### src/rtl/mem_arb_pkg.sv
// Shared types for the two-port data-memory arbiter.
// Latency: n/a (types and constants only).
// Backpressure: n/a.
//
// Holds the arbiter FSM state enum, the port count and the packed per-port
// request bundle used to carry one requester's access through the mux.
// REQ_ADDR_W / REQ_DATA_W size the bundle; mem_arbiter defaults its
// ADDR_W / DATA_W parameters to these so the bundle and the ports line up.
package mem_arb_pkg;

  localparam int NUM_PORTS  = 2;
  localparam int REQ_ADDR_W = 32;
  localparam int REQ_DATA_W = 32;

  typedef enum logic [1:0] {
    IDLE  = 2'd0,
    LOCK0 = 2'd1,
    LOCK1 = 2'd2
  } arb_state_t;

  typedef struct packed {
    logic                  req;
    logic                  we;
    logic                  lock;
    logic [REQ_ADDR_W-1:0] addr;
    logic [REQ_DATA_W-1:0] wdata;
  } mem_req_t;

  // Bundle one port's loose request signals into a mem_req_t.
  function automatic mem_req_t pack_req(
    input logic                  req,
    input logic                  we,
    input logic                  lock,
    input logic [REQ_ADDR_W-1:0] addr,
    input logic [REQ_DATA_W-1:0] wdata
  );
    mem_req_t r;
    r.req   = req;
    r.we    = we;
    r.lock  = lock;
    r.addr  = addr;
    r.wdata = wdata;
    return r;
  endfunction

endpackage

### src/rtl/mem_arb_pick.sv
// Winner select for the two-port memory arbiter.
// Latency: purely combinational, 0 cycles.
// Backpressure: none; a losing request is simply not granted and must be held.
//
// Ports:
//   req      in  NUM_PORTS  request vector (bit i = port i)
//   rr_last  in  1          port granted most recently (MEM_ARB_RR_EN only)
//   state    in  arb_state_t current arbiter state
//   gnt      out NUM_PORTS  one-hot (or zero) grant vector
//
// Build option: MEM_ARB_RR_EN selects round-robin on an IDLE conflict;
// without it port 0 always wins a conflict. This file is the only place
// the option changes behaviour.
module mem_arb_pick
  import mem_arb_pkg::*;
(
  input  logic [NUM_PORTS-1:0] req,
`ifdef MEM_ARB_RR_EN
  input  logic                 rr_last,
`endif
  input  arb_state_t           state,
  output logic [NUM_PORTS-1:0] gnt
);

  always_comb begin
    gnt = '0;
    case (state)
      // A locked port owns the memory; the other port is never considered.
      LOCK0: gnt[0] = req[0];
      LOCK1: gnt[1] = req[1];
      default: begin
        if (req[0] && req[1]) begin
`ifdef MEM_ARB_RR_EN
          // rr_last names the last winner, so the other port goes now.
          if (rr_last) begin
            gnt[0] = 1'b1;
          end else begin
            gnt[1] = 1'b1;
          end
`else
          gnt[0] = 1'b1;
`endif
        end else begin
          gnt = req;
        end
      end
    endcase
  end

endmodule

### src/rtl/mem_arbiter.sv
// Shares one 1-cycle-latency data-memory port between the core (port 0) and a secondary master (port 1).
// Latency: grant and mem_* are combinational in the request cycle; read data returns one cycle later.
// Backpressure: a losing requester sees gnt low and must hold req/we/addr/wdata until granted.
//
// Ports:
//   clk, reset                     clock, synchronous active-high reset
//   req/we/lock/addr/wdata{0,1}    per-port access request
//   gnt{0,1}                       access issued to memory this cycle
//   rvalid{0,1}, rdata{0,1}        read return, routed to the owner of the read
//   mem_addr, mem_wdata            memory address / write data (0 when idle)
//   mem_w_enable, mem_r_enable     memory strobes, mutually exclusive
//   mem_rdata                      memory read data, one cycle after mem_r_enable
//
// Build option: MEM_ARB_RR_EN enables round-robin conflict resolution and the
// rr_last register behind it; the default build uses fixed port-0 priority.
module mem_arbiter
  import mem_arb_pkg::*;
#(
  parameter int ADDR_W = REQ_ADDR_W,
  parameter int DATA_W = REQ_DATA_W
) (
  input  logic              clk,
  input  logic              reset,

  input  logic              req0,
  input  logic              we0,
  input  logic              lock0,
  input  logic [ADDR_W-1:0] addr0,
  input  logic [DATA_W-1:0] wdata0,

  input  logic              req1,
  input  logic              we1,
  input  logic              lock1,
  input  logic [ADDR_W-1:0] addr1,
  input  logic [DATA_W-1:0] wdata1,

  output logic              gnt0,
  output logic              gnt1,
  output logic              rvalid0,
  output logic              rvalid1,
  output logic [DATA_W-1:0] rdata0,
  output logic [DATA_W-1:0] rdata1,

  output logic [ADDR_W-1:0] mem_addr,
  output logic [DATA_W-1:0] mem_wdata,
  output logic              mem_w_enable,
  output logic              mem_r_enable,
  input  logic [DATA_W-1:0] mem_rdata
);

  arb_state_t state_q, state_d;
  logic       rd_pending_q, rd_pending_d;
  logic       rd_owner_q, rd_owner_d;

  mem_req_t             port_req [NUM_PORTS];
  mem_req_t             win;
  logic [NUM_PORTS-1:0] req_vec;
  logic [NUM_PORTS-1:0] pick_gnt;
  logic [NUM_PORTS-1:0] gnt;
  logic                 rd_issue;

  assign port_req[0] = pack_req(req0, we0, lock0,
                                REQ_ADDR_W'(addr0), REQ_DATA_W'(wdata0));
  assign port_req[1] = pack_req(req1, we1, lock1,
                                REQ_ADDR_W'(addr1), REQ_DATA_W'(wdata1));

  assign req_vec = {port_req[1].req, port_req[0].req};

`ifdef MEM_ARB_RR_EN
  logic rr_last_q, rr_last_d;

  mem_arb_pick u_pick (
    .req     (req_vec),
    .rr_last (rr_last_q),
    .state   (state_q),
    .gnt     (pick_gnt)
  );
`else
  mem_arb_pick u_pick (
    .req   (req_vec),
    .state (state_q),
    .gnt   (pick_gnt)
  );
`endif

  // Nothing is issued while reset is held, even if requests are up.
  assign gnt  = pick_gnt & {NUM_PORTS{~reset}};
  assign gnt0 = gnt[0];
  assign gnt1 = gnt[1];

  // Selected request; all-zero when nobody is granted so the memory bus
  // rests at zero and win.req doubles as "an access issues this cycle".
  always_comb begin
    win = '0;
    if (gnt[0]) begin
      win = port_req[0];
    end else if (gnt[1]) begin
      win = port_req[1];
    end
  end

  assign rd_issue     = win.req & ~win.we;
  assign mem_r_enable = rd_issue;
  assign mem_w_enable = win.req & win.we;
  assign mem_addr     = ADDR_W'(win.addr);
  assign mem_wdata    = DATA_W'(win.wdata);

  // FSM next state and read-return tracking.
  always_comb begin
    state_d      = state_q;
    rd_pending_d = rd_issue;
    rd_owner_d   = rd_owner_q;

    if (rd_issue) begin
      rd_owner_d = gnt[1];
    end

    case (state_q)
      IDLE: begin
        // Lock is only taken by a port that actually wins this cycle.
        if (win.req && win.lock) begin
          state_d = gnt[1] ? LOCK1 : LOCK0;
        end
      end
      // In a lock state, dropping lock releases ownership whether or not a
      // final access is issued this cycle; holding lock with req low keeps
      // the other port shut out through the gap.
      LOCK0: begin
        if (!port_req[0].lock) begin
          state_d = IDLE;
        end
      end
      LOCK1: begin
        if (!port_req[1].lock) begin
          state_d = IDLE;
        end
      end
      default: state_d = IDLE;
    endcase
  end

`ifdef MEM_ARB_RR_EN
  // Tracks the last winner across every grant, lock states included.
  assign rr_last_d = win.req ? gnt[1] : rr_last_q;
`endif

  always_ff @(posedge clk) begin
    if (reset) begin
      state_q      <= IDLE;
      rd_pending_q <= 1'b0;
      rd_owner_q   <= 1'b0;
`ifdef MEM_ARB_RR_EN
      rr_last_q    <= 1'b1;
`endif
    end else begin
      state_q      <= state_d;
      rd_pending_q <= rd_pending_d;
      rd_owner_q   <= rd_owner_d;
`ifdef MEM_ARB_RR_EN
      rr_last_q    <= rr_last_d;
`endif
    end
  end

  // A read granted just before reset rises must not return: rvalid is
  // gated by reset in the cycle the pending flag would have fired.
  assign rvalid0 = ~reset & rd_pending_q & ~rd_owner_q;
  assign rvalid1 = ~reset & rd_pending_q &  rd_owner_q;
  assign rdata0  = mem_rdata;
  assign rdata1  = mem_rdata;

endmodule

### config.mk
export PLATFORM = sky130hd
export DESIGN_NAME = mem_arbiter
export DESIGN_NICKNAME = d
export VERILOG_FILES = /design/src/rtl/mem_arb_pkg.sv /design/src/rtl/mem_arb_pick.sv /design/src/rtl/mem_arbiter.sv
export SDC_FILE = /design/constraint.sdc
export NUM_CORES = 1
export LEC_CHECK = 0
export BUFFER_PORTS_ARGS = -buffer_cell sky130_fd_sc_hd__clkbuf_2
export CORE_AREA = 4 4 117 119
export CTS_CLUSTER_DIAMETER = 60
export DETAILED_ROUTE_END_ITERATION = 8
export DIE_AREA = 0 0 121 123
export SLEW_MARGIN = 20
export SYNTH_ARGS = -nofsm -noshare
export SYNTH_HDL_FRONTEND = slang
export SYNTH_HIERARCHICAL = 1
export SYNTH_SLANG_ARGS = --single-unit
export TNS_END_PERCENT = 10
### constraint.sdc
create_clock -name clk -period 6.3 [get_ports clk]
set_input_delay 1.26 -clock clk [delete_from_list [all_inputs] [get_ports clk]]
set_output_delay 1.26 -clock clk [all_outputs]
set_load 0.03 [all_outputs]
==> metrics list, run 1 <==
* Post-route clock period utilization: 0.727
- In this run the core area contains 41 standard-cell rows.
- Cell repeated most along the worst path: clkbuf_2
- Once detailed placement completed, the half-perimeter wirelength came to 6180 µm.
- The worst setup path is captured at an output pin.
* Smallest hold slack: roughly 640 ps
* Critical path origin: req0
- TritonCTS built the clock tree.
- Post-route total power: slightly below 300 µW
* Slew Limit Fails: 0
* Launch point of the worst reg-to-reg path: state_q[0]
- Number of global-route vias before repair: approximately 1.8k
* Routability cong.: between 0.7 and 0.8
* Worst Path Max Fanout: 36
- Met1 routing resource usage after global routing: 0.0956
- The die covers 0.0149 mm².
- Maximum ir drop on the vdd rail: between 0.0002 and 0.0003 V
- For the final database, setup skew stands at 2.67 ps.
* Critical path's slowest cell: nor2b_4
* Final setup violation count: 0
- In this run the mean area of a mapped cell was between 8 and 9 µm².
* Clock root buffer: clkbuf_16
- Dividing the detail-routed wire length by the instance count gives roughly 15 µm.
* GRT Resource Usage Total: 0.0818
- Post-CTS clock slew at the launch and capture registers of the worst setup and hold paths: about 30 ps
- Crit-path leading delay family: simple AND/OR/NAND/NOR gates
- Top cell type's share of synthesized area: 0.384
- CTS built an H-tree with a depth of 1.
- Relative to the synthesized area, the layout overhead comes to 51.8%.
* Type of element launching the critical path: input pin
* Total wirelength of the detailed-routed design: 7010 µm
- Effective utilization at floorplan: 0.116
* Setup repair bufs after CTS: 0
* RSZ-0062 raised after global routing: no
- Via-per-instance ratio: between 3 and 4
* Insertion delay of the later-clocked pin in the worst-skew pair: about 220 ps
- Initial antenna violation count: 2
- The clock drives 4 sinks.
- The routed layout has 1825 vias.
* Largest stage delay, worst path: roughly 700 ps
- Post-cts repair resize count: 0
- TritonCTS Buffers: 3
- Global routing finished with a remaining overflow of 0.
- Area of the core: approximately 0.013 mm²
- Number of detailed-route iterations in the first pass: 4
* Count of buffer and inverter cells on the critical path: 3
- Worst endpoint data arrival time: roughly 3300 ps
- The number of antenna diodes in the final layout is 0.
- In this run the static leakage power is between 0.001 and 0.0015 µW.
- The count of nets left with antenna violations once routing finished came out at 0.
- The share of the Yosys chip area taken by registers is 0.0548.
- Number of DRC violations after detailed-routing iteration 0: 27
- In this run, distinct cell masters in the synthesized netlist total 25.
- Netlist area before placement: around 0.0015 mm²
- The final layout contains between 400 and 500 nets.
* Classification of the worst setup path: input pin to output pin
- M3 GR Usage: 0.0339
- Traced cell by cell, the critical path runs through clkbuf_2 > o21a_1 > nor2b_4 > buf_4 > a32oi_2 > nor2b_2 > clkbuf_2.
- Max-cap check violation count: 0
- Drt drc: 0
- Hold Startpoint: rd_owner_q
- Power density over the cells: between 100 and 150 mW/mm²
- Die H: approximately 120 µm
- During placement, the flow inserted port buffers numbering approximately 210.
- Register bit total from synthesis: 4
* Final cell utilization of the core: 0.176
- Most utilized layer in the global route result: met2
- Synth warn: 6
- Cell type with the highest aggregate area in the netlist: a22o_1
* Net count after synthesis: between 300 and 400
* Horiz. Die Dim: 121 µm
* Global-route met2 utilization: 0.139
* Class of the tightest hold or removal check: flip-flop to flip-flop
- After routing, the total negative slack on setup checks comes to 0 ps.
* Number of hold buffers added after cts: 0
* I/O pin cnt: 302
- Hold violation total from the final report: 0
- For the pin with the worst max-slew slack, the measured transition is roughly 800 ps.
- Largest cells by area after synthesis: a22o_1, buf_4, dfxtp_1
* Gate count after technology mapping: between 150 and 200
- First-pass GRT wire length: 9610 µm
* Minimum clock period after layout: 4580 ps
* Headroom to the max-slew limit: 0.468
* Achievable frequency: between 200 and 250 MHz
- In the final layout, the share of cells above drive strength 1 is 0.710.
* Data required time at the worst endpoint: roughly 5000 ps
* Status: finished, final reports clean
- In this run the deepest clock path goes through 2 buffers.
- Pin count of the biggest net entering global routing: 37
logic make-up (layout without fill, tap and decap cells):
family,after synthesis,count (layout),share of synthesized area
adders and majority gates,2,2,0.0171
buffers and inverters,80,212,0.411
and+or+nand+nor,17,17,0.0780
muxes,1,1,0.0103
DFF,4,4,0.0548
AOI/OAI and AO/OA,71,71,0.428
cells in the final DEF, fill, tap and decap left out, types with 2 or more instances in the layout:
cell | synthesis | final
a22o_1 | 64 | 64
a31o_2 | 2 | 2
clkbuf_16 | 0 | 3
clkbuf_2 | 0 | 205
dfxtp_1 | 4 | 4
ha_1 | 2 | 2
inv_1 | 2 | 2
nand2_1 | 2 | 2
nor2_1 | 3 | 3
nor2b_1 | 2 | 2
nor4bb_1 | 2 | 2
metal layers:
metal  vias up  share of wire
met4         4          0.023
met5         -         0.0030
met1       802           0.38
met3        22           0.12
li1        864              -
met2       133           0.47
sequential cells by signal, summed over array words and instances, names as in the netlist:
name	cells
state_q	2
rd_pending_q	1
rd_owner_q	1
through the flow:
| stage | cell area, µm² | cells | setup WS [ps] |
|---|---|---|---|
| detailed placement | 2140 | 476 | 1730 |
| global route | 2220 | 479 | 1550 |
| global placement | 2120 | 475 | 1650 |
| CTS | 2220 | 479 | 1730 |
| finish | 2220 | 479 | 1720 |
| floorplan | 1460 | 175 | 2190 |
where the power goes:
group | leakage, µW | total [µW] | switching, µW | internal (µW)
registers | 0.0000325 | 27.0 | 0.640 | 26.4
clock network | 0.0000370 | 97.6 | 16.6 | 81.0
logic | 0.00120 | 165 | 97.0 | 68.1
total | 0.00127 | 290 | 114 | 175
area by class of cell:
class / count / area [µm²]
Fill cell: 1434 / 10400
Clock buffer: 3 / 75.1
Sequential cell: 4 / 80.1
Inverter: 2 / 7.51
Timing Repair Buffer: 207 / 1050
Tap cell: 172 / 215
Multi-Input combinational cell: 91 / 786
worst paths after layout:
kind | to | slack, ps | depth (start not counted)
setup / recovery | mem_r_enable | 1720 | 7
hold / removal | rd_owner_q | 640 | 2
setup reg to reg | rd_owner_q | 3390 | 8
hold reg to reg | rd_owner_q | 640 | 2
tightest hold or removal path, stage by stage, from the launching register on:
cell,delay (ps)
dfxtp_1,350
and2b_1,130
mux2_4,130
synth_stat cells (all sizes together):
library cell / count
a21oi: 1
a22o: 64
a31o: 2
a32oi: 2
and2b: 2
and3b: 1
buf: 77
clkbuf: 1
dfxtp: 4
ha: 2
inv: 2
mux2: 1
nand2: 2
nand3b: 1
nor2: 4
nor2b: 4
nor3b: 1
nor4bb: 2
o211a: 1
o21a: 1
No activity file was read; power rests on OpenSTA's default activity.
==> inputs of run 2 (changes only) <==
ABC_AREA = 1   (was not set)
CORE_AREA = 4 4 115 117   (was 4 4 117 119)
DIE_AREA = 0 0 119 121   (was 0 0 121 123)
clock period = 4.75 ns   (was 6.3 ns; I/O delays follow)
==> run 2 against run 1 <==
Power grew 36%; register-to-register slack lost 820 ps; via count grew 32%; die area shrank 3.3%; critical path depth grew 2; hold slack lost 130 ps; critical endpoint is now mem_addr[9]; largest cell class unchanged.
==> metrics list, run 2 <==
- Across every metal layer, demand over resource in global routing totals 0.0921.
- Buffers placed on the I/O ports in this run total between 200 and 250.
- The total count of hold-check failures in the final report was 0.
- Slew Limit Fails: 0
- The pre-antenna-repair detailed-routing pass consisted of 4 iterations.
- Fraction of the mapped netlist area in compound gates: 0.0163
- Most numerous cell in the Yosys netlist: nand2_1
- DIE AREA: between 0.01 and 0.015 mm²
- Summed over all instances, the cell type with the most area after synthesis is nand2_1.
* HPWL after detailed placement: 6140 µm
* Critical path origin: req0
- Fraction of layout cells with a size suffix above 1: 0.485
- Layout Nets: 630
- Number of cells in the design after placement: 627
- The worst-case IR drop observed on VDD is 0.000151 V.
* Post-cts repair resize count: 0
* Minimum clock period after layout: 3550 ps
- First-pass GRT wire length: about 11000 µm
- Data required time at the worst endpoint: about 3800 ps
- In this run, post-CTS hold repair placed 0 buffers.
- Max-cap check violation count: 0
- Fill cells in the final layout number 1481.
* Drt drc: 0
- Final setup violation count: 0
- roughly 300 I/O pins were placed.
- Compared with the post-synthesis result, the final layout area differs by 41.5%.
* TritonCTS clock tree: built
* Regs by FF count: state_q (2), rd_owner_q (1), rd_pending_q (1)
* Worst endpoint data arrival time: ~2600 ps
- Actual transition at the worst max-transition pin: between 600 and 700 ps
- Measured against its own limit, the worst slew margin works out to 0.583.
* Leakage power summed over all cells: between 0.0015 and 0.002 µW
- Count of non-filler cells in the finished layout: 630
* Setup slack on the worst flop-to-flop path: ~2600 ps
- Hold Startpoint: rd_owner_q
* Classification of the worst setup path: input pin to output pin
* Power density over the cells: around 160 mW/mm²
- For this block, the via count after detailed routing is 2403.
- The repair_antennas step left the layout with diodes totalling 0.
* TritonCTS Buffers: 3
- The count of nets left with antenna violations once routing finished came out at 0.
* Gate count after technology mapping: 330
* Net count after synthesis: 500
- Setup repair after global routing left no endpoint under its margin.
- Most frequent cells in the layout: clkbuf_2, nand2_1, nand3_1
- Distinct cell type count of the synthesized netlist: 18
* Insertion delay of the later-clocked pin in the worst-skew pair: approximately 220 ps
* Simple logic cell fraction of the synthesized area: 0.536
- The floorplan has 41 rows.
- Sorting the synthesized cells by area gives the leading types as nand2_1, buf_4, nand3_1.
- In this run the standard cell core region covers ~0.012 mm².
- Area of combinational cells with multiple inputs: roughly 1000 µm²
* Synth warn: 6
- The floorplan step set the die height to 121 µm.
* Worst Path Max Fanout: 32
* Achievable frequency: around 280 MHz
- Of the total synthesized cell area, the portion taken by full adders, half adders and majority gates is 0.0142.
* Top cell type's share of synthesized area: 0.305
- The number of setup buffers added after CTS is 0.
* Post-CTS clock slew at the launch and capture registers of the worst setup and hold paths: 30 ps
* Number of global-route vias before repair: around 2.2k
- Dividing the synthesized area by the synthesized cell count gives 5.34 µm².
* Aggregate negative setup slack: 0 ps
- Most common cell after layout, fill and taps aside: clkbuf_2
- XOR/XNOR share of the synthesized area: 0
- Routed length per placed instance: roughly 12 µm
* Sequential cell area in the final layout: approximately 80 µm²
* Proportion of synthesized chip area in sequential cells: 0.0455
* Proportion of synthesized flip-flops having asynchronous set or reset: 0
- Via-per-instance ratio: approximately 3.8
- Main synth FF type: dfxtp_1
* Global route overflow: 0
- No sink is reached through more buffers than the 2 on the longest clock path.
- Number of clock sinks seen by CTS: 4
- Largest family of logic cells by synthesized area: simple AND/OR/NAND/NOR gates
- The register with the most flip-flops in the layout has 2 of them.
- Type of element launching the critical path: input pin
* Launch point of the worst reg-to-reg path: state_q[0]
* Routability cong.: about 0.77
* Initial antenna violation count: 0
- On the final layout, the worst clock skew is 1.55 ps.
- Number of enable flip-flop cells after synthesis: 0
* Final cell utilization of the core: 0.202
- Horiz. Die Dim: around 120 µm
- Number of DRC violations after detailed-routing iteration 0: between 90 and 100
- Maximum level of the CTS H-tree: 1
* Share of cell area taken by muxes after synthesis: 0
- The tightest min-delay check is of the flip-flop to flip-flop type.
* Most instantiated cells after synthesis: nand2_1, buf_4, nand3_1
- Entering global routing, the biggest net connects 38 pins.
- For this configuration, the core starts out at a cell density of 0.142.
- Counting flops and latches in the post-synthesis netlist gives 4.
* Register bank with the most flops: state_q
* Status: finished, final reports clean
* Clock root buffer: clkbuf_16
* Post-route clock period utilization: 0.748
* Netlist area before placement: between 0.0015 and 0.002 mm²
- The worst setup path is captured at an output pin.
- Total wirelength of the detailed-routed design: about 7400 µm
run 2: kinds of logic (layout without fill, tap and decap cells):
group	Yosys count	after routing
and+or+nand+nor	222	222
buffers and inverters	98	226
AOI/OAI and AO/OA	4	4
DFF	4	4
adders and majority gates	2	2
run 2: per-layer routing:
metal / share of wire / track usage
met5: 0 / 0
met4: 0.033 / 0.0362
met3: 0.11 / 0.0280
met2: 0.48 / 0.155
met1: 0.38 / 0.110
run 2: per-stage QoR:
stage	setup WS [ps]	power [µW]	cell area, µm²	hold slack, ps
6_report	1200	393	2490	507
5_1_grt	984	419	2490	530
4_1_cts	1190	398	2490	509
3_5_place_dp	1190	266	2420	495
3_3_place_gp	1200	266	2420	476
2_1_floorplan	1840	270	1760	456
run 2: final timing paths:
path	cells after the start	to
hold / removal	2	rd_owner_q
setup / recovery	9	mem_addr[9]
setup reg to reg	12	rd_owner_q
hold reg to reg	2	rd_owner_q
run 2: layout make-up:
type / instances / area share
repair buffers: 210 / 0.432
multi-input cells: 228 / 0.400
well taps: 172 / 0.0863
flip-flops and latches: 4 / 0.0321
clock buffers: 3 / 0.0301
inverters: 13 / 0.0196
run 2: power breakdown:
| group | internal, µW | total, µW | switching [µW] |
|---|---|---|---|
| clock | 107 | 129 | 21.6 |
| sequential | 34.8 | 35.4 | 0.596 |
| combinational | 80.4 | 228 | 148 |
run 2: worst max-delay path, stage by stage:
cell and delay (ps):
clkbuf_2 100, nand2_1 60, nand2_1 110, inv_2 260
nor2_4 330, buf_4 370, nand2_1 120, nand2_1 80
clkbuf_2 200
